$ cat src/rtl/page_table_walker_if.sv
// Walker-facing bundle: MMU miss handshake, PTE memory port and tag RAM refill port.
// The walker connects through the slave modport; its environment connects through master.
interface page_table_walker_if #(
  parameter int TAG_RAM_ADDR_WIDTH = 6,
  parameter int TAG_WIDTH          = 20,
  parameter int PAYLOAD_WIDTH      = 32
);
  logic                          miss_valid;
  logic                          miss_ready;
  logic [TAG_WIDTH-1:0]          miss_vpn;
  logic [TAG_WIDTH-1:0]          satp_ppn;
  logic                          mem_req_valid;
  logic                          mem_req_ready;
  logic [31:0]                   mem_req_addr;
  logic                          mem_resp_valid;
  logic [31:0]                   mem_resp_data;
  logic                          refill_valid;
  logic                          refill_we;
  logic [TAG_RAM_ADDR_WIDTH-1:0] refill_idx;
  logic [TAG_WIDTH-1:0]          refill_tag;
  logic [PAYLOAD_WIDTH-1:0]      refill_payload;
  logic                          done_valid;
  logic                          done_fault;

  modport slave (
    input  miss_valid, miss_vpn, satp_ppn, mem_req_ready, mem_resp_valid, mem_resp_data,
    output miss_ready, mem_req_valid, mem_req_addr, refill_valid, refill_we, refill_idx,
           refill_tag, refill_payload, done_valid, done_fault
  );

  modport master (
    output miss_valid, miss_vpn, satp_ppn, mem_req_ready, mem_resp_valid, mem_resp_data,
    input  miss_ready, mem_req_valid, mem_req_addr, refill_valid, refill_we, refill_idx,
           refill_tag, refill_payload, done_valid, done_fault
  );
endinterface

$ cat src/rtl/page_table_walker.sv
// Two-level page-table walker: fetches L1/L0 PTEs over a single-outstanding port
// and either refills the TLB tag RAM or reports a page fault / timeout.
module page_table_walker #(
  parameter int TAG_RAM_ADDR_WIDTH = 6,
  parameter int TAG_WIDTH          = 20,
  parameter int PAYLOAD_WIDTH      = 32,
  parameter int TIMEOUT_CYCLES     = 255
) (
  input  logic               clk,
  input  logic               reset,
  page_table_walker_if.slave bus
);

  typedef enum logic [2:0] {
    IDLE    = 3'd0,
    L1_REQ  = 3'd1,
    L1_WAIT = 3'd2,
    L0_REQ  = 3'd3,
    L0_WAIT = 3'd4,
    REFILL  = 3'd5,
    FAULT   = 3'd6
  } state_t;

  localparam logic [7:0] TIMEOUT_LAST = 8'(TIMEOUT_CYCLES - 1);

  state_t               state_r, state_next_s;
  logic [TAG_WIDTH-1:0] vpn_r, vpn_next_s;
  logic [TAG_WIDTH-1:0] satp_r, satp_next_s;
  logic [TAG_WIDTH-1:0] final_ppn_r, final_ppn_next_s;
  logic [31:0]          pte_r, pte_next_s;
  logic [7:0]           timer_r, timer_next_s;

  // Invalid PTE, or the reserved write-without-read encoding.
  function automatic logic pte_bad(input logic [31:0] pte);
    return (pte[0] == 1'b0) || ((pte[2] == 1'b1) && (pte[1] == 1'b0));
  endfunction

  function automatic logic pte_leaf(input logic [31:0] pte);
    return (pte[1] == 1'b1) || (pte[3] == 1'b1);
  endfunction

  // Next-state and walk-context update.
  always_comb begin
    state_next_s     = state_r;
    vpn_next_s       = vpn_r;
    satp_next_s      = satp_r;
    final_ppn_next_s = final_ppn_r;
    pte_next_s       = pte_r;
    timer_next_s     = timer_r;
    case (state_r)
      IDLE: begin
        if (bus.miss_valid && bus.miss_ready) begin
          vpn_next_s   = bus.miss_vpn;
          satp_next_s  = bus.satp_ppn;
          state_next_s = L1_REQ;
        end else begin
          state_next_s = IDLE;
        end
      end
      L1_REQ, L0_REQ: begin
        if (bus.mem_req_ready) begin
          timer_next_s = 8'd0;
          state_next_s = (state_r == L1_REQ) ? L1_WAIT : L0_WAIT;
        end else begin
          state_next_s = state_r;
        end
      end
      L1_WAIT: begin
        if (bus.mem_resp_valid) begin
          pte_next_s = bus.mem_resp_data;
          if (pte_bad(bus.mem_resp_data)) begin
            state_next_s = FAULT;
          end else if (pte_leaf(bus.mem_resp_data)) begin
            // Superpage: the low 10 PPN bits must be zero; they are replaced by vpn0.
            if (bus.mem_resp_data[21:12] != 10'd0) begin
              state_next_s = FAULT;
            end else begin
              final_ppn_next_s = {bus.mem_resp_data[31:22], vpn_r[9:0]};
              state_next_s     = REFILL;
            end
          end else begin
            state_next_s = L0_REQ;
          end
        end else if (timer_r == TIMEOUT_LAST) begin
          state_next_s = FAULT;
        end else begin
          timer_next_s = timer_r + 8'd1;
        end
      end
      L0_WAIT: begin
        if (bus.mem_resp_valid) begin
          pte_next_s = bus.mem_resp_data;
          if (pte_bad(bus.mem_resp_data) || !pte_leaf(bus.mem_resp_data)) begin
            state_next_s = FAULT;
          end else begin
            final_ppn_next_s = bus.mem_resp_data[31:12];
            state_next_s     = REFILL;
          end
        end else if (timer_r == TIMEOUT_LAST) begin
          state_next_s = FAULT;
        end else begin
          timer_next_s = timer_r + 8'd1;
        end
      end
      REFILL:  state_next_s = IDLE;
      FAULT:   state_next_s = IDLE;
      default: state_next_s = IDLE;
    endcase
  end

  // State and walk-context registers.
  always_ff @(posedge clk) begin
    if (reset) begin
      state_r     <= IDLE;
      timer_r     <= 8'd0;
      vpn_r       <= '0;
      satp_r      <= '0;
      final_ppn_r <= '0;
      pte_r       <= 32'd0;
    end else begin
      state_r     <= state_next_s;
      timer_r     <= timer_next_s;
      vpn_r       <= vpn_next_s;
      satp_r      <= satp_next_s;
      final_ppn_r <= final_ppn_next_s;
      pte_r       <= pte_next_s;
    end
  end

  // Outputs are registered from the next state so they are valid for the whole state.
  always_ff @(posedge clk) begin
    if (reset) begin
      bus.miss_ready     <= 1'b1;
      bus.mem_req_valid  <= 1'b0;
      bus.mem_req_addr   <= 32'd0;
      bus.refill_valid   <= 1'b0;
      bus.refill_we      <= 1'b0;
      bus.refill_idx     <= '0;
      bus.refill_tag     <= '0;
      bus.refill_payload <= '0;
      bus.done_valid     <= 1'b0;
      bus.done_fault     <= 1'b0;
    end else begin
      bus.miss_ready    <= (state_next_s == IDLE);
      bus.mem_req_valid <= (state_next_s == L1_REQ) || (state_next_s == L0_REQ);
      case (state_next_s)
        L1_REQ:  bus.mem_req_addr <= 32'({satp_next_s, vpn_next_s[TAG_WIDTH-1:10], 2'b00});
        L0_REQ:  bus.mem_req_addr <= 32'({pte_next_s[31:12], vpn_next_s[9:0], 2'b00});
        default: bus.mem_req_addr <= 32'd0;
      endcase
      bus.refill_valid   <= (state_next_s == REFILL);
      bus.refill_we      <= (state_next_s == REFILL);
      bus.refill_idx     <= (state_next_s == REFILL) ? vpn_next_s[TAG_RAM_ADDR_WIDTH-1:0] : '0;
      bus.refill_tag     <= (state_next_s == REFILL) ? vpn_next_s : '0;
      bus.refill_payload <= (state_next_s == REFILL) ?
                            PAYLOAD_WIDTH'({final_ppn_next_s, 8'h00, pte_next_s[3:0]}) : '0;
      bus.done_valid     <= (state_next_s == REFILL) || (state_next_s == FAULT);
      bus.done_fault     <= (state_next_s == FAULT);
    end
  end

endmodule

$ cat src/flat_wrapper.sv
// flat-port wrapper written by rule: the top's interface ports become plain ports
module page_table_walker_flat 
#(
  parameter int TAG_RAM_ADDR_WIDTH = 6,
  parameter int TAG_WIDTH          = 20,
  parameter int PAYLOAD_WIDTH      = 32,
  parameter int TIMEOUT_CYCLES     = 255
)
  (clk, reset, bus_miss_valid, bus_miss_vpn, bus_satp_ppn, bus_mem_req_ready, bus_mem_resp_valid, bus_mem_resp_data, bus_miss_ready, bus_mem_req_valid, bus_mem_req_addr, bus_refill_valid, bus_refill_we, bus_refill_idx, bus_refill_tag, bus_refill_payload, bus_done_valid, bus_done_fault);
  page_table_walker_if #(.TAG_RAM_ADDR_WIDTH(TAG_RAM_ADDR_WIDTH), .TAG_WIDTH(TAG_WIDTH), .PAYLOAD_WIDTH(PAYLOAD_WIDTH)) bus_i ();
  input  logic clk;
  input  logic reset;
  input wire logic [$bits(bus_i.miss_valid)-1:0] bus_miss_valid;
  input wire logic [$bits(bus_i.miss_vpn)-1:0] bus_miss_vpn;
  input wire logic [$bits(bus_i.satp_ppn)-1:0] bus_satp_ppn;
  input wire logic [$bits(bus_i.mem_req_ready)-1:0] bus_mem_req_ready;
  input wire logic [$bits(bus_i.mem_resp_valid)-1:0] bus_mem_resp_valid;
  input wire logic [$bits(bus_i.mem_resp_data)-1:0] bus_mem_resp_data;
  output wire logic [$bits(bus_i.miss_ready)-1:0] bus_miss_ready;
  output wire logic [$bits(bus_i.mem_req_valid)-1:0] bus_mem_req_valid;
  output wire logic [$bits(bus_i.mem_req_addr)-1:0] bus_mem_req_addr;
  output wire logic [$bits(bus_i.refill_valid)-1:0] bus_refill_valid;
  output wire logic [$bits(bus_i.refill_we)-1:0] bus_refill_we;
  output wire logic [$bits(bus_i.refill_idx)-1:0] bus_refill_idx;
  output wire logic [$bits(bus_i.refill_tag)-1:0] bus_refill_tag;
  output wire logic [$bits(bus_i.refill_payload)-1:0] bus_refill_payload;
  output wire logic [$bits(bus_i.done_valid)-1:0] bus_done_valid;
  output wire logic [$bits(bus_i.done_fault)-1:0] bus_done_fault;
  assign bus_i.miss_valid = bus_miss_valid;
  assign bus_i.miss_vpn = bus_miss_vpn;
  assign bus_i.satp_ppn = bus_satp_ppn;
  assign bus_i.mem_req_ready = bus_mem_req_ready;
  assign bus_i.mem_resp_valid = bus_mem_resp_valid;
  assign bus_i.mem_resp_data = bus_mem_resp_data;
  assign bus_miss_ready = bus_i.miss_ready;
  assign bus_mem_req_valid = bus_i.mem_req_valid;
  assign bus_mem_req_addr = bus_i.mem_req_addr;
  assign bus_refill_valid = bus_i.refill_valid;
  assign bus_refill_we = bus_i.refill_we;
  assign bus_refill_idx = bus_i.refill_idx;
  assign bus_refill_tag = bus_i.refill_tag;
  assign bus_refill_payload = bus_i.refill_payload;
  assign bus_done_valid = bus_i.done_valid;
  assign bus_done_fault = bus_i.done_fault;
  page_table_walker #(.TAG_RAM_ADDR_WIDTH(TAG_RAM_ADDR_WIDTH), .TAG_WIDTH(TAG_WIDTH), .PAYLOAD_WIDTH(PAYLOAD_WIDTH), .TIMEOUT_CYCLES(TIMEOUT_CYCLES)) u_core (.clk(clk), .reset(reset), .bus(bus_i));
endmodule
$ cat config.mk
export PLATFORM = sky130hd
export DESIGN_NAME = page_table_walker_flat
export DESIGN_NICKNAME = d
export VERILOG_FILES = /design/src/rtl/page_table_walker_if.sv /design/src/rtl/page_table_walker.sv /design/src/flat_wrapper.sv
export SDC_FILE = /design/constraint.sdc
export NUM_CORES = 1
export LEC_CHECK = 0
export CAP_MARGIN = 20
export CORE_MARGIN = 5
export CORE_UTILIZATION = 43
export DETAILED_ROUTE_END_ITERATION = 10
export HOLD_SLACK_MARGIN = 0.03
export PLACE_DENSITY = 0.72
export SYNTH_ARGS = -nofsm -noshare
export SYNTH_HDL_FRONTEND = slang
export SYNTH_SLANG_ARGS = --single-unit
$ cat constraint.sdc
create_clock -name clk -period 3.1 [get_ports clk]
set_clock_uncertainty 0.05 [all_clocks]
set_input_delay 0.465 -clock clk [delete_from_list [all_inputs] [get_ports clk]]
set_output_delay 0.465 -clock clk [all_outputs]
set_load 0.01 [all_outputs]
* Word level (Yosys, flattened, before mapping)
Index checks and enable logic that the tools add are counted.
Storage, ports and cells: register bits after elaboration 198
Cells by class: reduce and logical (&&, ||, !) cells 17, add/subtract/negate cells 1, mux-type cells 29, bitwise gates (word level) 3, equality and inequality tests 12
Operators with widths (number):
- $mux W20 | 10
- $mux W32 | 2
- $pmux W32 S2 | 1
- $pmux W20 S2 | 1
- $mux W8 | 3
- $mux W3 | 7
- $pmux W8 S2 | 1
- $pmux W3 S4 | 1
- $reduce_bool A10 Y1 | 1
- $eq A3 B2 Y1 const B | 3
- $eq A3 B3 Y1 const B | 3
- $add A8 B1 Y8 const B | 1
- $eq A8 B8 Y1 const B | 1
- $eq A3 B1 Y1 const B | 2
- $logic_not A3 Y1 | 2
- $ne A2 B2 Y1 const B | 3
- $reduce_or A2 Y1 | 3
- $logic_or A1 B1 Y1 | 5
- $mux W2 | 2
- $reduce_and A4 Y1 | 1
- $not A1 Y1 | 3
- $logic_and A1 B1 Y1 | 2
- $reduce_and A2 Y1 | 1
- $reduce_bool A2 Y1 | 1
- 2 further kinds | 2

* Depth between registers and ports, before layout
Gate-level depths: netlist of run 1.
word-level depth 10, mapped depth 10, depth with buffers taken out 8

* Worst setup path after synthesis of run 1
No wires, ideal clock.
path type input -> register, start point input port bus_mem_resp_data[21], end point register u_core.bus.refill_payload[18] (netlist name), setup time 0.129 ns, setup slack 0.751 ns, stages on the path 8, data arrival time 2.170 ns, cells stage by stage nor4_1 nand3_1 o21a_1 or3_1 clkbuf_2 buf_6 a222oi_1 nor2_1
On the way: longest elaborated chain between the ends 9, elaborated cells between the ends (all ways) 14, those cells by class eq/ne (1); mux (10); bitwise (1); reduce/logical (2)
Ends and longest elaborated chain:
- from (decl) | line flat_wrapper.sv:18 | input wire logic [$bits(bus_i.mem_resp_data)-1:0] bus_mem_resp_data;
- $reduce_bool A10 Y1 (*) | line page_table_walker.sv:75 | if (bus.mem_resp_data[21:12] != 10'd0) begin
- $mux W2 | line page_table_walker.sv:75
- $mux W3 | line page_table_walker.sv:73 | end else if (pte_leaf(bus.mem_resp_data)) begin
- $mux W3 | line page_table_walker.sv:71 | if (pte_bad(bus.mem_resp_data)) begin
- $mux W3 | line page_table_walker.sv:69 | if (bus.mem_resp_valid) begin
- $pmux W3 S4 | line page_table_walker.sv:50 | case (state_r)
- $eq A3 B3 Y1 | line page_table_walker.sv:155 | bus.refill_payload <= (state_next_s == REFILL) ?
- $not A1 Y1 (no source line)
- $reduce_or A2 Y1 (no source line)
- to (signal assigned) | line page_table_walker.sv:155
- to (decl) | line page_table_walker_if.sv:28 | refill_tag, refill_payload, done_valid, done_fault
Every way passes the cells marked *; elsewhere a longest branch is shown, timed or not. A chain may end at the register's enable or synchronous reset.

* Worst setup path after layout of run 1
start point input port bus_mem_resp_data[17], end point register u_core.bus.refill_payload[15] (netlist name)
Same word-level chain as after synthesis.

==> results of run 1 <==
-- critical path, stage by stage --
cell	delay [ns]
clkdlybuf4s50_1	0.48
nor4_2	0.30
nand3_1	0.19
o21a_1	0.22
or3_1	0.61
a222oi_1	0.55
nor2_1	0.09
-- report_power, final --
group,leakage [nW],switching (mW),internal [mW],total [mW]
registers,1.40,0.0509,2.33,2.38
clock network,0.307,0.853,1.43,2.28
logic,1.63,0.403,0.315,0.718
-- stage by stage --
step                cells  hold WS, ns
CTS                   971        0.418
floorplan             652        0.391
global placement      940        0.404
detailed placement    940        0.407
global route          971        0.438
finish                971        0.415
-- metal layers --
layer	vias to the layer above	global-route usage [%]
met5	-	0
met4	0	7.60
met3	27	5.44
met2	187	32.2
met1	2383	23.7
li1	2420	-
-- cell families (layout without fill, tap and decap cells) --
group,Yosys count,after routing,synth area share (%)
simple gates,234,234,16.8
flops,173,173,56.9
compound gates,100,100,10.3
buf+inv,72,211,5.77
mux,52,52,8.55
xor+xnor,9,9,1.29
fa+ha+maj,2,2,0.411
other cells,1,10,0.0616
-- registers in the layout, indices dropped and copies added, names as in the netlist --
name and cells:
u_core.final_ppn_r 20, u_core.bus.miss_ready 1, u_core.bus.refill_valid 1, u_core.bus.mem_req_addr 30
u_core.satp_r 20, u_core.state_r 3, u_core.bus.done_fault 1, u_core.pte_r 23
u_core.vpn_r 20, u_core.timer_r 8, u_core.bus.refill_tag 20, u_core.bus.done_valid 1
u_core.bus.refill_payload 24, u_core.bus.mem_req_valid 1
-- cells in the final DEF (no fill, tap or decap), types with 3 or more instances in the layout --
master,count
and3_1,15
o21ai_0,21
nand2_1,45
nand4_1,7
bufinv_16,4
a21oi_1,43
a222oi_1,10
xnor2_1,3
clkbuf_16,17
nand3_1,23
clkinvlp_4,3
xor2_1,6
dfxtp_1,173
inv_1,11
buf_4,13
a211oi_1,12
clkdlybuf4s50_1,153
nor2_1,125
conb_1,10
clkbuf_8,4
or2_2,4
mux2i_1,52
-- synth_stat cells (2+ instances only) --
cell type    n  area (um^2)
dfxtp_1    173         3460
nor2_1     125          469
mux2i_1     52          521
nand2_1     45          169
a21oi_1     43          215
clkbuf_1    31          116
nand3_1     23          115
o21ai_0     21          105
buf_4       17          128
and3_1      15         93.8
a211oi_1    12         90.1
inv_1       11         41.3
a222oi_1    10          100
buf_2        7         35.0
nand4_1      7         43.8
xor2_1       6         52.6
buf_1        4         15.0
or2_2        4         25.0
xnor2_1      3         26.3
a31o_2       2         17.5
and2_1       2         12.5
ha_1         2         25.0
nand2b_1     2         12.5
nor2b_1      2         12.5
nor3_1       2         10.0
nor4_1       2         12.5
nor4_2       2         25.0
o21a_1       2         15.0
o21ai_1      2         10.0
-- final cells by class --
| cell class | count | area, um^2 |
|---|---|---|
| fill | 1163 | 5520 |
| sequential | 173 | 3460 |
| multi-input combinational | 407 | 2320 |
| timing repair buffer | 169 | 1670 |
| clock buffer | 21 | 480 |
| tap | 180 | 225 |
| clock inverter | 10 | 161 |
| inverter | 11 | 41.3 |
-- final timing paths --
kind                                              endpoint  slack, ns  cells past startpoint
setup reg to reg     u_core.bus.mem_req_addr[5]$_SDFF_PP0_       0.63                      6
hold reg to reg                u_core.pte_r[19]$_SDFF_PP0_       0.42                      2
setup / recovery  u_core.bus.refill_payload[15]$_SDFF_PP0_       0.43                      7
hold / removal                 u_core.pte_r[19]$_SDFF_PP0_       0.42                      2
==> metrics.md, run 1 <==
| Metric | Value |
|---|---|
| Crit Path Max Fanout | 12 |
| Maximum vdd drop | 0.344 mV |
| Syn Inst Count | 643 |
| # hold bufs at CTS | 0 |
| Clock net sink count | 173 |
| Fin crit period | 2.67 ns |
| Max H-tree Level | 4 |
| Final setup fails | 0 |
| Syn Std Cell Area | 6090 um^2 |
| Initial antenna violation count | 0 |
| GPL Wtd Cong | roughly 0.80 |
| First-pass GRT wire length | between 20000 and 30000 um |
| Worst EP required | 3.34 ns |
| Worst slew pin tran | 0.940 ns |
| Power per cell area | 644 nW/um^2 |
| Critical Path AT | 2.92 ns |
| Share of layout cells above drive strength 1 | 7.33% |
| Die Wd | around 130 um |
| Resized cells post-CTS | 0 |
| Worst Hold Class | reg2reg |
| CP Class | in2reg |
| # rows | 43 |
| Vias in the first global route | 4946 |
| Placement Cell Area | 7720 um^2 |
| EDFF count, synth | 0 |
| Yosys cell types | 43 |
| Status | finished clean |
| Slew HR | 37.3% |
| Pin count of the biggest net entering global routing | 51 |
| Total Routing Usage GR | 19.4% |
| Pwr Total | ~5.4 mW |
| Die area | around 17000 um^2 |
| Setup slack after placement | 0.0381 ns |
| M1 WL | 6700 um |
| Met2 Wirelength | 7930 um |
| Unrepaired setup endpoints after global routing | no |
| Max Cap Violations | 0 |
| Initial DRC Count | 588 |
| Final Max Tran Viols | 0 |
| Ant. Diodes | 0 |
| Post-CTS Setup Bufs | 0 |
| Number of port buffers | 154 |
| Vias per Instance | 5.17 |
| Critical R2R Launch | u_core.state_r[2]$_SDFF_PP0_ |
| Final setup TNS | 0 ns |
| Ys flop type | dfxtp_1 |
| Die Y | 129 um |
| # IOs | 173 |
| Avg Cell Area, Syn | approximately 9.5 um^2 |
| Initial Utilization | between 40% and 50% |
| CTS tree | built |
| CTS Buf Count | 17 |
| DR pass1 iterations | 5 |
| Top routing layer in use | met4 |
| Final #Nets | 858 |
| Root Driver | clkbuf_16 |
| Layout area overhead | 37.3% |
| WL/cell | 16.7 um |
| Peak Freq | 0.374 GHz |
| Yosys warns | 0 |
| Sequential-to-total area share from yosys stat | 56.9% |
| Final WS setup | ~0.43 ns |
| Final period utilization | a little under nine tenths |
| Fin util | 60.2% |
| Flop and latch count out of synthesis | around 170 |
| Core area | 13900 um^2 |
| Final Hold Viols | 0 |
| Final wirelength | 16200 um |
| GR Overflow Total | 0 |
| Detail Route Antenna Nets | 0 |
| Worst Setup SP | bus_mem_resp_data[17] |
| Min-delay src | u_core.pte_r[19]$_SDFF_PP0_ |
| DP HPWL | 11500 um |
| Critical path endpoint category | register |
| Clk Latency, worst-skew pair | 0.42 ns |
| CTS Buffer Depth | 2 |
| Ys async rst share | 0% |
| Worst-path clk slew | approximately 0.060 ns |
| Startpoint types | input port |
| Met3 Wirelength | 1160 um |
| DRC | 0 |
| Number of vias after detailed routing | 5017 |
| Leakage power | 3.34 nW |
| Design Area, Final | approximately 8400 um^2 |
No activity file was read; power rests on OpenSTA's default activity.
==> run 2, diff against run 1 <==
- CORE_MARGIN: 5 -> not set
- CTS_CLUSTER_DIAMETER: not set -> 120
==> run 2 against run 1 <==
Compared with the run above: combinational power barely moved; sequential cell count unchanged; die area shrank 12%; worst setup slack improved by 0.083 ns; non-clock buffer count grew 2; global-route usage increased by 2.6 points.
==> metrics.md, run 2 (synthesized netlist as in run 1, its figures left out) <==
| Metric | Value |
|---|---|
| Final Hold Viols | 0 |
| Max Cap Violations | 0 |
| DRC | 0 |
| Worst Hold Slack | 0.418 ns |
| Layout area overhead | 36.6% |
| Crit Path Max Fanout | 12 |
| Status | finished clean |
| Final Max Tran Viols | 0 |
| DP HPWL | 11100 um |
| Detail Route Antenna Nets | 0 |
| Pin count of the biggest net entering global routing | 46 |
| Leakage power | 3.33 nW |
| Startpoint types | input port |
| Maximum vdd drop | 0.429 mV |
| Die Wd | 121 um |
| Max reg flops | 30 |
| Post-CTS Setup Bufs | 0 |
| Ant. Diodes | 0 |
| CP Class | in2reg |
| Critical Path AT | 2.84 ns |
| Power per cell area | roughly 630 nW/um^2 |
| Vias per Instance | slightly above 5 |
| Final setup TNS | 0 ns |
| Worst slew pin tran | 0.706 ns |
| Design Area, Final | 8320 um^2 |
| WL/cell | 16.2 um |
| Crit-path slowest cell | or3_1 |
| Most frequent cells in the layout | dfxtp_1 (173), clkdlybuf4s50_1 (153), nor2_1 (125) |
| Root Driver | clkbuf_16 |
| Vias in the first global route | 4852 |
| Core area | 13800 um^2 |
| Top reg by flops | u_core.bus.mem_req_addr |
| Cells along the critical path | clkdlybuf4s50_1 -> nor4_2 -> nand3_1 -> o21a_1 -> or3_1 -> a222oi_1 -> nor2_1 |
| Final setup fails | 0 |
| R2R depth | 6 |
| Worst EP required | ~3.4 ns |
| Clk Latency, worst-skew pair | ~0.43 ns |
| First-pass GRT wire length | 24300 um |
| Final wirelength | roughly 16000 um |
| Final period utilization | 83.6% |
| Hold Path Cell Cnt | 2 |
| CTS tree | built |
| Initial DRC Count | 531 |
| Resized cells post-CTS | 0 |
| CTS Buffer Depth | 2 |
| GPL Wtd Cong | 0.836 |
| # hold bufs at CTS | 0 |
| Number of port buffers | 154 |
| Placement Cell Area | 7720 um^2 |
| Max H-tree Level | 4 |
| Peak Freq | 0.386 GHz |
| Clock net sink count | 173 |
| DR pass1 iterations | 5 |
| Die area | 14600 um^2 |
| # rows | 43 |
| Worst-path clk slew | roughly 0.06 ns |
| Biggest regs | u_core.bus.mem_req_addr (30), u_core.bus.refill_payload (24), u_core.pte_r (23) |
| GR Overflow Total | 0 |
| Critical path endpoint category | register |
| Final #Nets | 860 |
| Number of vias after detailed routing | 5033 |
| Commonest non-fill, non-tap cell in the layout | dfxtp_1 |
| CTS Buf Count | 17 |
| Total Routing Usage GR | 21.9% |
| Initial antenna violation count | 0 |
| # IOs | 173 |
| Unrepaired setup endpoints after global routing | no |
| Slew HR | approximately 53% |
| Die Y | 121 um |
| Slowest cell delay on critical path | approximately 0.57 ns |
| Worst Hold Class | reg2reg |
| Initial Utilization | 44.0% |
| Fin crit period | 2.59 ns |
| Share of layout cells above drive strength 1 | ~7.4% |
run 2: cell type report:
type	instances	area, um^2
Sequential cell	173	3460
Clock buffer	21	450
Fill cell	1129	5510
Multi-Input combinational cell	407	2320
Timing Repair Buffer	171	1680
Tap cell	180	225
Clock inverter	11	143
Inverter	11	41.3
run 2: where the power goes:
| part | total (mW) | switching (mW) | internal, mW |
|---|---|---|---|
| sequential | 2.38 | 0.0507 | 2.33 |
| clock | 2.14 | 0.852 | 1.28 |
| combinational | 0.720 | 0.407 | 0.313 |
run 2: metal layers:
metal  track usage [%]  vias to the layer above  routed length, um
li1                  -                     2432                  -
met1              26.1                     2396               6640
met2              37.0                      173               7790
met3              5.36                       32                904
met4              10.5                        0                418
met5                 0                        -                  0
run 2: worst max-delay path: cells and delay by family:
family / cells / cell delay, ns
AO/OA/AOI/OAI: 2 / 0.73
buffers and inverters: 1 / 0.46
AND/OR/NAND/NOR: 4 / 1.19
run 2: worst paths after layout:
kind	start	endpoint	slack, ns
worst max-delay path	bus_mem_resp_data[17]	u_core.bus.refill_payload[20]$_SDFF_PP0_	0.51
worst min-delay path	u_core.pte_r[13]$_SDFF_PP0_	u_core.pte_r[13]$_SDFF_PP0_	0.42
worst max register to register	u_core.state_r[2]$_SDFF_PP0_	u_core.bus.mem_req_addr[9]$_SDFF_PP0_	0.69
worst min register to register	u_core.pte_r[13]$_SDFF_PP0_	u_core.pte_r[13]$_SDFF_PP0_	0.42
run 2: stage by stage:
step                      power (mW)  utilization (%)  cells  worst slack (ns)
after floorplan                 2.84                -    652             0.751
after global placement          3.12             55.9    942             0.198
after detailed placement        3.14             55.9    942             0.136
after CTS                       5.25             60.1    974             0.562
after global routing            5.43             60.1    974             0.354
final                           5.24             60.1    974             0.508
==> run 3, diff against run 2 <==
- clock period: 3.1 -> 2.7 ns (I/O delays scaled with it)
==> run 3 against run 2 <==
Compared with the run above: critical path depth rose by 1; sequential power rose by 15%; worst hold slack got worse by 0.088 ns; cell count rose by 1.4%; non-clock buffer count rose by 14; clock power rose by 8%; count of clock-buffer cells in the layout rose by 2; critical endpoint is now u_core.bus.mem_req_addr[9]$_SDFF_PP0_; highest routed layer unchanged.
==> metrics.md, run 3 (synthesized netlist as in run 1, its figures left out) <==
| Metric | Value |
|---|---|
| Die Wd | 121 um |
| Final Max Tran Viols | 0 |
| Die Y | 121 um |
| Vias in the first global route | 4870 |
| Pwr Total | 5.90 mW |
| Detail Route Antenna Nets | 0 |
| Crit-path slowest cell | clkdlybuf4s50_1 |
| # hold bufs at CTS | 0 |
| Number of vias after detailed routing | 5032 |
| DR pass1 iterations | 6 |
| Final #Nets | roughly 870 |
| Unrepaired setup endpoints after global routing | no |
| Ant. Diodes | 0 |
| Commonest non-fill, non-tap cell in the layout | dfxtp_1 |
| Pin count of the biggest net entering global routing | 89 |
| Startpoint types | input port |
| Clk Latency, worst-skew pair | 0.41 ns |
| M1 WL | 6410 um |
| CP Class | in2reg |
| Peak Freq | 0.398 GHz |
| Maximum vdd drop | 0.486 mV |
| Leakage power | about 3.4 nW |
| Vias per Instance | around 5.1 |
| Critical path endpoint category | register |
| Top reg by flops | u_core.bus.mem_req_addr |
| Met3 Wirelength | 1040 um |
| Max H-tree Level | 4 |
| DRC | 0 |
| # IOs | 173 |
| Die area | 14600 um^2 |
| Worst Hold Slack | 0.330 ns |
| Final period utilization | 93.1% |
| Final setup fails | 0 |
| Core area | between 10000 and 15000 um^2 |
| Worst EP required | 2.97 ns |
| # rows | 43 |
| Status | finished clean |
| WL/cell | 15.7 um |
| Resized cells post-CTS | 0 |
| Worst Hold Class | in2reg |
| First-pass GRT wire length | 24200 um |
| Post-CTS Setup Bufs | 0 |
| Slowest cell delay on critical path | 0.43 ns |
| CTS Buffer Depth | 2 |
| Layout area overhead | 38.4% |
| CTS Buf Count | 17 |
| Clock net sink count | 173 |
| Power per cell area | 700 nW/um^2 |
| Initial antenna violation count | 0 |
| Met2 Wirelength | 7760 um |
| Root Driver | clkbuf_16 |
| Max reg flops | 30 |
| Initial Utilization | 44.0% |
| Final wirelength | roughly 16000 um |
| Critical Path AT | 2.78 ns |
| CTS tree | built |
| Total Routing Usage GR | 21.6% |
| Worst slew pin tran | 0.656 ns |
| Max Cap Violations | 0 |
| Most frequent cells in the layout | dfxtp_1 (173), clkdlybuf4s50_1 (153), nor2_1 (125) |
| Initial DRC Count | 504 |
| Worst-path clk slew | approximately 0.060 ns |
| Biggest regs | u_core.bus.mem_req_addr (30), u_core.bus.refill_payload (24), u_core.pte_r (23) |
| Share of layout cells above drive strength 1 | just over 9% |
| Cells along the critical path | clkdlybuf4s50_1 -> nor4_1 -> nand3_1 -> buf_4 -> a2111oi_2 -> o31ai_2 -> or2_2 -> a211oi_1 |
| GR Overflow Total | 0 |
| Top routing layer in use | met4 |
| DP HPWL | 11100 um |
| Crit Path Max Fanout | 11 |
| Final Hold Viols | 0 |
| Number of port buffers | 154 |
| GPL Wtd Cong | 0.834 |
| Fin crit period | approximately 2.5 ns |
| Slew HR | 56.2% |
[run 3: cell types whose count changed in the layout (fill, tap and decap cells not counted), sizes merged]
cell / change
clkbuf: +2
inv: +1
bufinv: -2
buf: +14
clkinv: -2
clkinvlp: +1
[run 3: layout make-up]
type	count	area (um^2)
fill	1115	5400
sequential	173	3460
multi-input combinational	407	2320
timing repair buffer	185	1810
clock buffer	23	488
tap	180	225
clock inverter	9	85.1
inverter	11	41.3
[run 3: report_power, final]
part	switching [mW]	total (mW)	internal, mW	leakage [nW]
sequential	0.0584	2.74	2.68	1.40
clock	0.953	2.32	1.37	0.276
combinational	0.465	0.845	0.380	1.72
[run 3: final timing paths]
kind,start,end,slack [ns],cells past startpoint
setup / recovery,bus_mem_resp_data[21],u_core.bus.mem_req_addr[9]$_SDFF_PP0_,0.19,8
hold / removal,reset,u_core.state_r[2]$_SDFF_PP0_,0.33,3
setup reg to reg,u_core.timer_r[1]$_SDFFE_PP0P_,u_core.bus.refill_payload[21]$_SDFF_PP0_,0.39,8
hold reg to reg,u_core.pte_r[17]$_SDFF_PP0_,u_core.pte_r[17]$_SDFF_PP0_,0.41,2
[run 3: stage by stage]
stage	std cells	setup TNS (ns)	util, %	setup slack (ns)	instance area, um^2
after detailed placement	956	-7.02	56.8	-0.159	7850
after CTS	988	0	60.9	0.216	8430
final	988	0	60.9	0.187	8430
after floorplan	652	0	-	0.411	6120
after global placement	956	-5.67	56.8	-0.111	7850
after global routing	988	0	60.9	0.0326	8430
[run 3: metal layers]
layer  vias to the layer above  global-route usage [%]
met5                         -                       0
met4                         0                    7.41
met3                        21                    6.72
met2                       194                    36.5
met1                      2369                    25.8
li1                       2448                       -
[run 3: worst max-delay path: cells and delay by family]
family	cells	cell delay [ns]
simple gates	3	0.95
compound gates	3	0.80
buf+inv	2	0.64
==> variant 1 (config.mk and constraints of run 2) <==
Make the reset (`reset`) asynchronous in 2 clocked blocks.
--- a/src/rtl/page_table_walker.sv
+++ b/src/rtl/page_table_walker.sv
@@ -109,7 +109,7 @@
   end
 
   // State and walk-context registers.
-  always_ff @(posedge clk) begin
+  always_ff @(posedge clk or posedge reset) begin
     if (reset) begin
       state_r     <= IDLE;
       timer_r     <= 8'd0;
@@ -128,7 +128,7 @@
   end
 
   // Outputs are registered from the next state so they are valid for the whole state.
-  always_ff @(posedge clk) begin
+  always_ff @(posedge clk or posedge reset) begin
     if (reset) begin
       bus.miss_ready     <= 1'b1;
       bus.mem_req_valid  <= 1'b0;
Function: differs if reset is asserted again (counterexample within 4 cycles, from zero or initial values and one cycle with reset high); with reset held inactive, the same outputs for 10 cycles.
==> variant 1 against run 2 <==
Routed wire length fell by 12%. Hold slack better by 0.023 ns. Largest cell class unchanged. Final area up 0.60%. Sequential cell count down 20. Worst setup slack better by 0.29 ns. Area after synthesis is 0.21% higher. Maximum frequency increased by 12%. Final cell count decreased by 17%.
Power is not compared: it rests on default switching activity, and its combinational part moved more than twofold at a synthesized area within 25%.
==> variant 1: results (changes against run 2) <==
- R2R Setup Slk: 0.95 ns (+0.26 ns)
- WHS Endpoint: u_core.bus.refill_payload[15]
- Reg2reg start: u_core.state_r[1]
- Slowest CP cell: clkdlybuf4s50_1
- Commonest cells in the netlist: 152 x dfrtp_1, 53 x mux2_2, 49 x nor2_1
- FF-to-FF path depth: 6 (unchanged)
- Clock slew seen by the registers of the worst setup and hold paths: 0.06 ns (about the same)
- Hold_ws: 0.4414 ns (+0.02332 ns)
- Arr. time, crit path: 2.56 ns (-0.28 ns)
- Distinct cells, synth: 47 (+9.3%)
- N_diodes: 0 (unchanged)
- Largest cells by area after synthesis: dfrtp_1 62%, mux2_2 9.8%, mux2i_1 4.9%
- Reg-to-reg critical path endpoint: u_core.bus.mem_req_addr[26]
- Vias in the first global route: 4234 (-13%)
- CTS buffer count: 17 (unchanged)
- Avg Vias per Cell: 4.940 (-4.4%)
- Ys flop type: dfrtp_1
- Crit-path max cell delay: 0.51 ns (-0.06 ns)
- Drt total wl: 13.91 mm (-12%)
- Largest net degree at the start of global routing: 154 (+230%)
- Total GRT Usage: 20.43% (-1.5 points)
- CTS H-tree lvls: 4 (unchanged)
- Delay-heaviest family, CP: buffers and inverters
- Dpl cell area: 7792 um^2 (+0.91%)
- Ys Warns: 0 (unchanged)
- Crit-path max FO: 10 (-2)
- Hold path startpoint: u_core.vpn_r[3]
- Clock latency on the worst-skew pair: 0.42 ns
- Slew margin rel.: 45.68% (-7.2 points)
- Seq/Total Area, Yosys: 62.78% (+5.9 points)
- Gpl congestion: 0.7857 (-6.0%)
- Ys async rst share: 100.0% (+100 points)
- Global-route wire length before repair: 22.17 mm (-8.8%)
- Run status: finished, final reports clean
- Clk buf depth: 2 (unchanged)
- Critical Path Source: bus_mem_resp_data[19]
- First-pass iteration count of the detailed router: 4 (-1)
- Root buf cell: clkbuf_16
- Area of the multi-input gates: 1964 um^2 (-15%)
- Final-stage net count: 691 (-20%)
- PortBufs: 154 (unchanged)
- DPL Wire Length: 9.522 mm (-14%)
- Fill count: 1110 (-1.7%)
- Hold Path Stages: 1 (-1)
- DR iter-0 viols: 186 (-65%)
- Remaining global-route overflow: 0 (unchanged)
- PostCTS Resize Cnt: 0 (unchanged)
- Layout cells sized above 1: 19.20% (+12 points)
- LEAKAGE: 3.779 nW
[variant 1: worst max path at each step]
stage	end	slack, ns	cells past startpoint
2_1_floorplan	u_core.bus.done_fault	0.65	1
3_3_place_gp	u_core.bus.mem_req_addr[20]	0.38	7
3_5_place_dp	u_core.bus.mem_req_addr[20]	0.36	7
4_1_cts	u_core.bus.mem_req_addr[22]	0.81	7
5_1_grt	u_core.bus.mem_req_addr[21]	0.70	7
6_report	u_core.bus.mem_req_addr[20]	0.79	7
[variant 1: power by group]
part / leakage, nW / internal, mW / switching, mW
clock: 0.281 / 1.15 / 0.826
sequential: 1.98 / 2.66 / 0.277
combinational: 1.52 / 1.38 / 1.38
total: 3.78 / 5.19 / 2.48
[variant 1: cell type report]
class	count	area share, %
clock buffers	19	5.414
clock inverters	13	1.436
inverters	20	0.9423
multi-input cells	254	23.48
flip-flops and latches	153	45.78
well taps	180	2.692
repair buffers	166	20.25
[variant 1: cell families after synthesis]
family	synth area share, %
flip-flops	62.78
AND/OR/NAND/NOR	9.455
other	0.06147
buffers and inverters	5.599
XOR/XNOR	0.7178
AO/OA/AOI/OAI	6.276
multiplexers	14.70
adder cells (fa/ha/maj)	0.4101
[variant 1: metrics by stage]
step                      setup slack (ns)  std cells
after floorplan                     0.6549        468
after global placement              0.3791        773
after detailed placement            0.3650        773
after CTS                           0.8139        805
after global routing                0.6965        805
final                               0.7940        805
[variant 1: per-layer routing]
| layer | share of wire (%) | track usage (%) |
|---|---|---|
| met5 | 0 | 0 |
| met4 | 2.3 | 9.028 |
| met3 | 5.7 | 6.297 |
| met2 | 50 | 32.93 |
| met1 | 42 | 25.27 |
==> variant 2 (flow settings as in run 2) <==
Without the edit above. `TAG_RAM_ADDR_WIDTH` is set to 6 in 3 places; all go to 7.
--- a/src/rtl/page_table_walker_if.sv
+++ b/src/rtl/page_table_walker_if.sv
@@ -1,7 +1,7 @@
 // Walker-facing bundle: MMU miss handshake, PTE memory port and tag RAM refill port.
 // The walker connects through the slave modport; its environment connects through master.
 interface page_table_walker_if #(
-  parameter int TAG_RAM_ADDR_WIDTH = 6,
+  parameter int TAG_RAM_ADDR_WIDTH = 7,
   parameter int TAG_WIDTH          = 20,
   parameter int PAYLOAD_WIDTH      = 32
 );
--- a/src/rtl/page_table_walker.sv
+++ b/src/rtl/page_table_walker.sv
@@ -1,7 +1,7 @@
 // Two-level page-table walker: fetches L1/L0 PTEs over a single-outstanding port
 // and either refills the TLB tag RAM or reports a page fault / timeout.
 module page_table_walker #(
-  parameter int TAG_RAM_ADDR_WIDTH = 6,
+  parameter int TAG_RAM_ADDR_WIDTH = 7,
   parameter int TAG_WIDTH          = 20,
   parameter int PAYLOAD_WIDTH      = 32,
   parameter int TIMEOUT_CYCLES     = 255
--- a/src/flat_wrapper.sv
+++ b/src/flat_wrapper.sv
@@ -1,7 +1,7 @@
 // flat-port wrapper written by rule: the top's interface ports become plain ports
 module page_table_walker_flat 
 #(
-  parameter int TAG_RAM_ADDR_WIDTH = 6,
+  parameter int TAG_RAM_ADDR_WIDTH = 7,
   parameter int TAG_WIDTH          = 20,
   parameter int PAYLOAD_WIDTH      = 32,
   parameter int TIMEOUT_CYCLES     = 255
Ports: changed (resized bus_refill_idx); port bits go from 173 to 174. The function was not compared with the original's and may differ.
==> variant 2 against run 2 <==
Sequential cell count stayed put. Worst setup slack got worse by 0.018 ns. Power up 2.2%. Register-to-register slack worse by 0.07 ns. Routed wire length down 3.4%. Area after synthesis is 0.12% higher. Final area rose by 0.50%. Count of clock-buffer cells in the layout up 1.
==> variant 2: results (changes against run 2) <==
- Largest net degree at the start of global routing: 40 (-13%)
- Reg2reg start: u_core.state_r[0]
- Worst-margin pin slew: 0.8264 ns (+0.1201 ns)
- Hold_ws: 0.4170 ns (-0.001066 ns)
- Mapped Cells: 644 (+0.16%)
- Post-DR wirelength/cell: 15.63 um (-3.4%)
- Total GRT Usage: 21.39% (-0.56 points)
- Clock slew seen by the registers of the worst setup and hold paths: 0.06 ns (about the same)
- Final-stage net count: 860 (unchanged)
- FF-to-FF path depth: 7 (+1)
- Seq/Total Area, Yosys: 56.81% (-0.070 points)
- Gpl congestion: 0.8227 (-1.5%)
- Layout cells sized above 1: 7.431% (unchanged)
- Final std cells w/o fill: 974 (unchanged)
- Hold path startpoint: u_core.pte_r[12]
- Reg-to-reg critical path endpoint: u_core.bus.refill_tag[14]
- R2R Setup Slk: 0.62 ns (-0.07 ns)
- DR vias: 4943 (-1.8%)
- Vias in the first global route: 4800 (-1.1%)
- LEAKAGE: 3.347 nW (+0.60%)
- VDD IR-drop max: 0.0003910 V (-8.9%)
- Global-route wire length before repair: 23.83 mm (-2.0%)
- CTS H-tree lvls: 4 (unchanged)
- WHS Endpoint: u_core.pte_r[12]
- Arr. time, crit path: 2.85 ns (about the same)
- Placement Setup Slack: 0.1174 ns (-0.01907 ns)
- Run status: finished, final reports clean
- Largest cells by area after synthesis: dfxtp_1 57%, mux2i_1 8.5%, nor2_1 7.7%
[variant 2: changes by cell type after synthesis]
cell | before | now
buf_4 | 17 | 18
[variant 2: cell type report]
class                      count  area (um^2)
inverter                      11        41.29
clock buffer                  22        484.2
timing repair buffer         171         1667
clock inverter                10        160.2
tap                          180        225.2
fill                        1103         5524
multi-input combinational    407         2316
sequential                   173         3463
[variant 2: where the power goes]
group / switching, mW / internal [mW]
sequential: 0.0515 / 2.33
combinational: 0.394 / 0.307
clock: 0.839 / 1.43
[variant 2: kinds of logic after synthesis]
kind of cell | synth area share, %
compound gates | 10.24
xor+xnor | 1.293
fa+ha+maj | 0.4104
buf+inv | 5.891
flops | 56.81
mux | 8.539
other cells | 0.06152
simple gates | 16.75
[variant 2: per-layer routing]
layer  routed length [um]  GRT usage [%]  up-vias  share of wire (%)
li1                     -              -     2423                  -
met1                 6500          26.05     2340                 43
met2                 7608          36.43      159                 50
met3                  870          5.545       21                5.7
met4                  246          7.330        0                1.6
met5                    0              0        -                  0
[variant 2: worst max path at each step]
stage | endpoint | from | slack (ns)
detailed placement | u_core.bus.refill_payload[18] | bus_mem_resp_data[17] | 0.12
floorplan | u_core.bus.refill_payload[18] | bus_mem_resp_data[21] | 0.75
CTS | u_core.bus.refill_payload[18] | bus_mem_resp_data[17] | 0.55
global route | u_core.bus.refill_payload[15] | bus_mem_resp_data[20] | 0.41
global placement | u_core.bus.refill_payload[18] | bus_mem_resp_data[17] | 0.19
finish | u_core.bus.refill_payload[16] | bus_mem_resp_data[17] | 0.49
[variant 2: critical path, stage by stage]
cell	delay, ns
clkdlybuf4s50_1	0.47
nor4_2	0.31
nand3_1	0.18
o21a_1	0.22
or3_1	0.57
a222oi_1	0.54
nor2_1	0.10
[variant 2: per-stage QoR]
stage / area [um^2] / utilization, %
after floorplan: 6130 / -
after global placement: 7712 / 55.56
after detailed placement: 7712 / 55.56
after CTS: 8357 / 60.20
after global routing: 8357 / 60.20
final: 8357 / 60.20
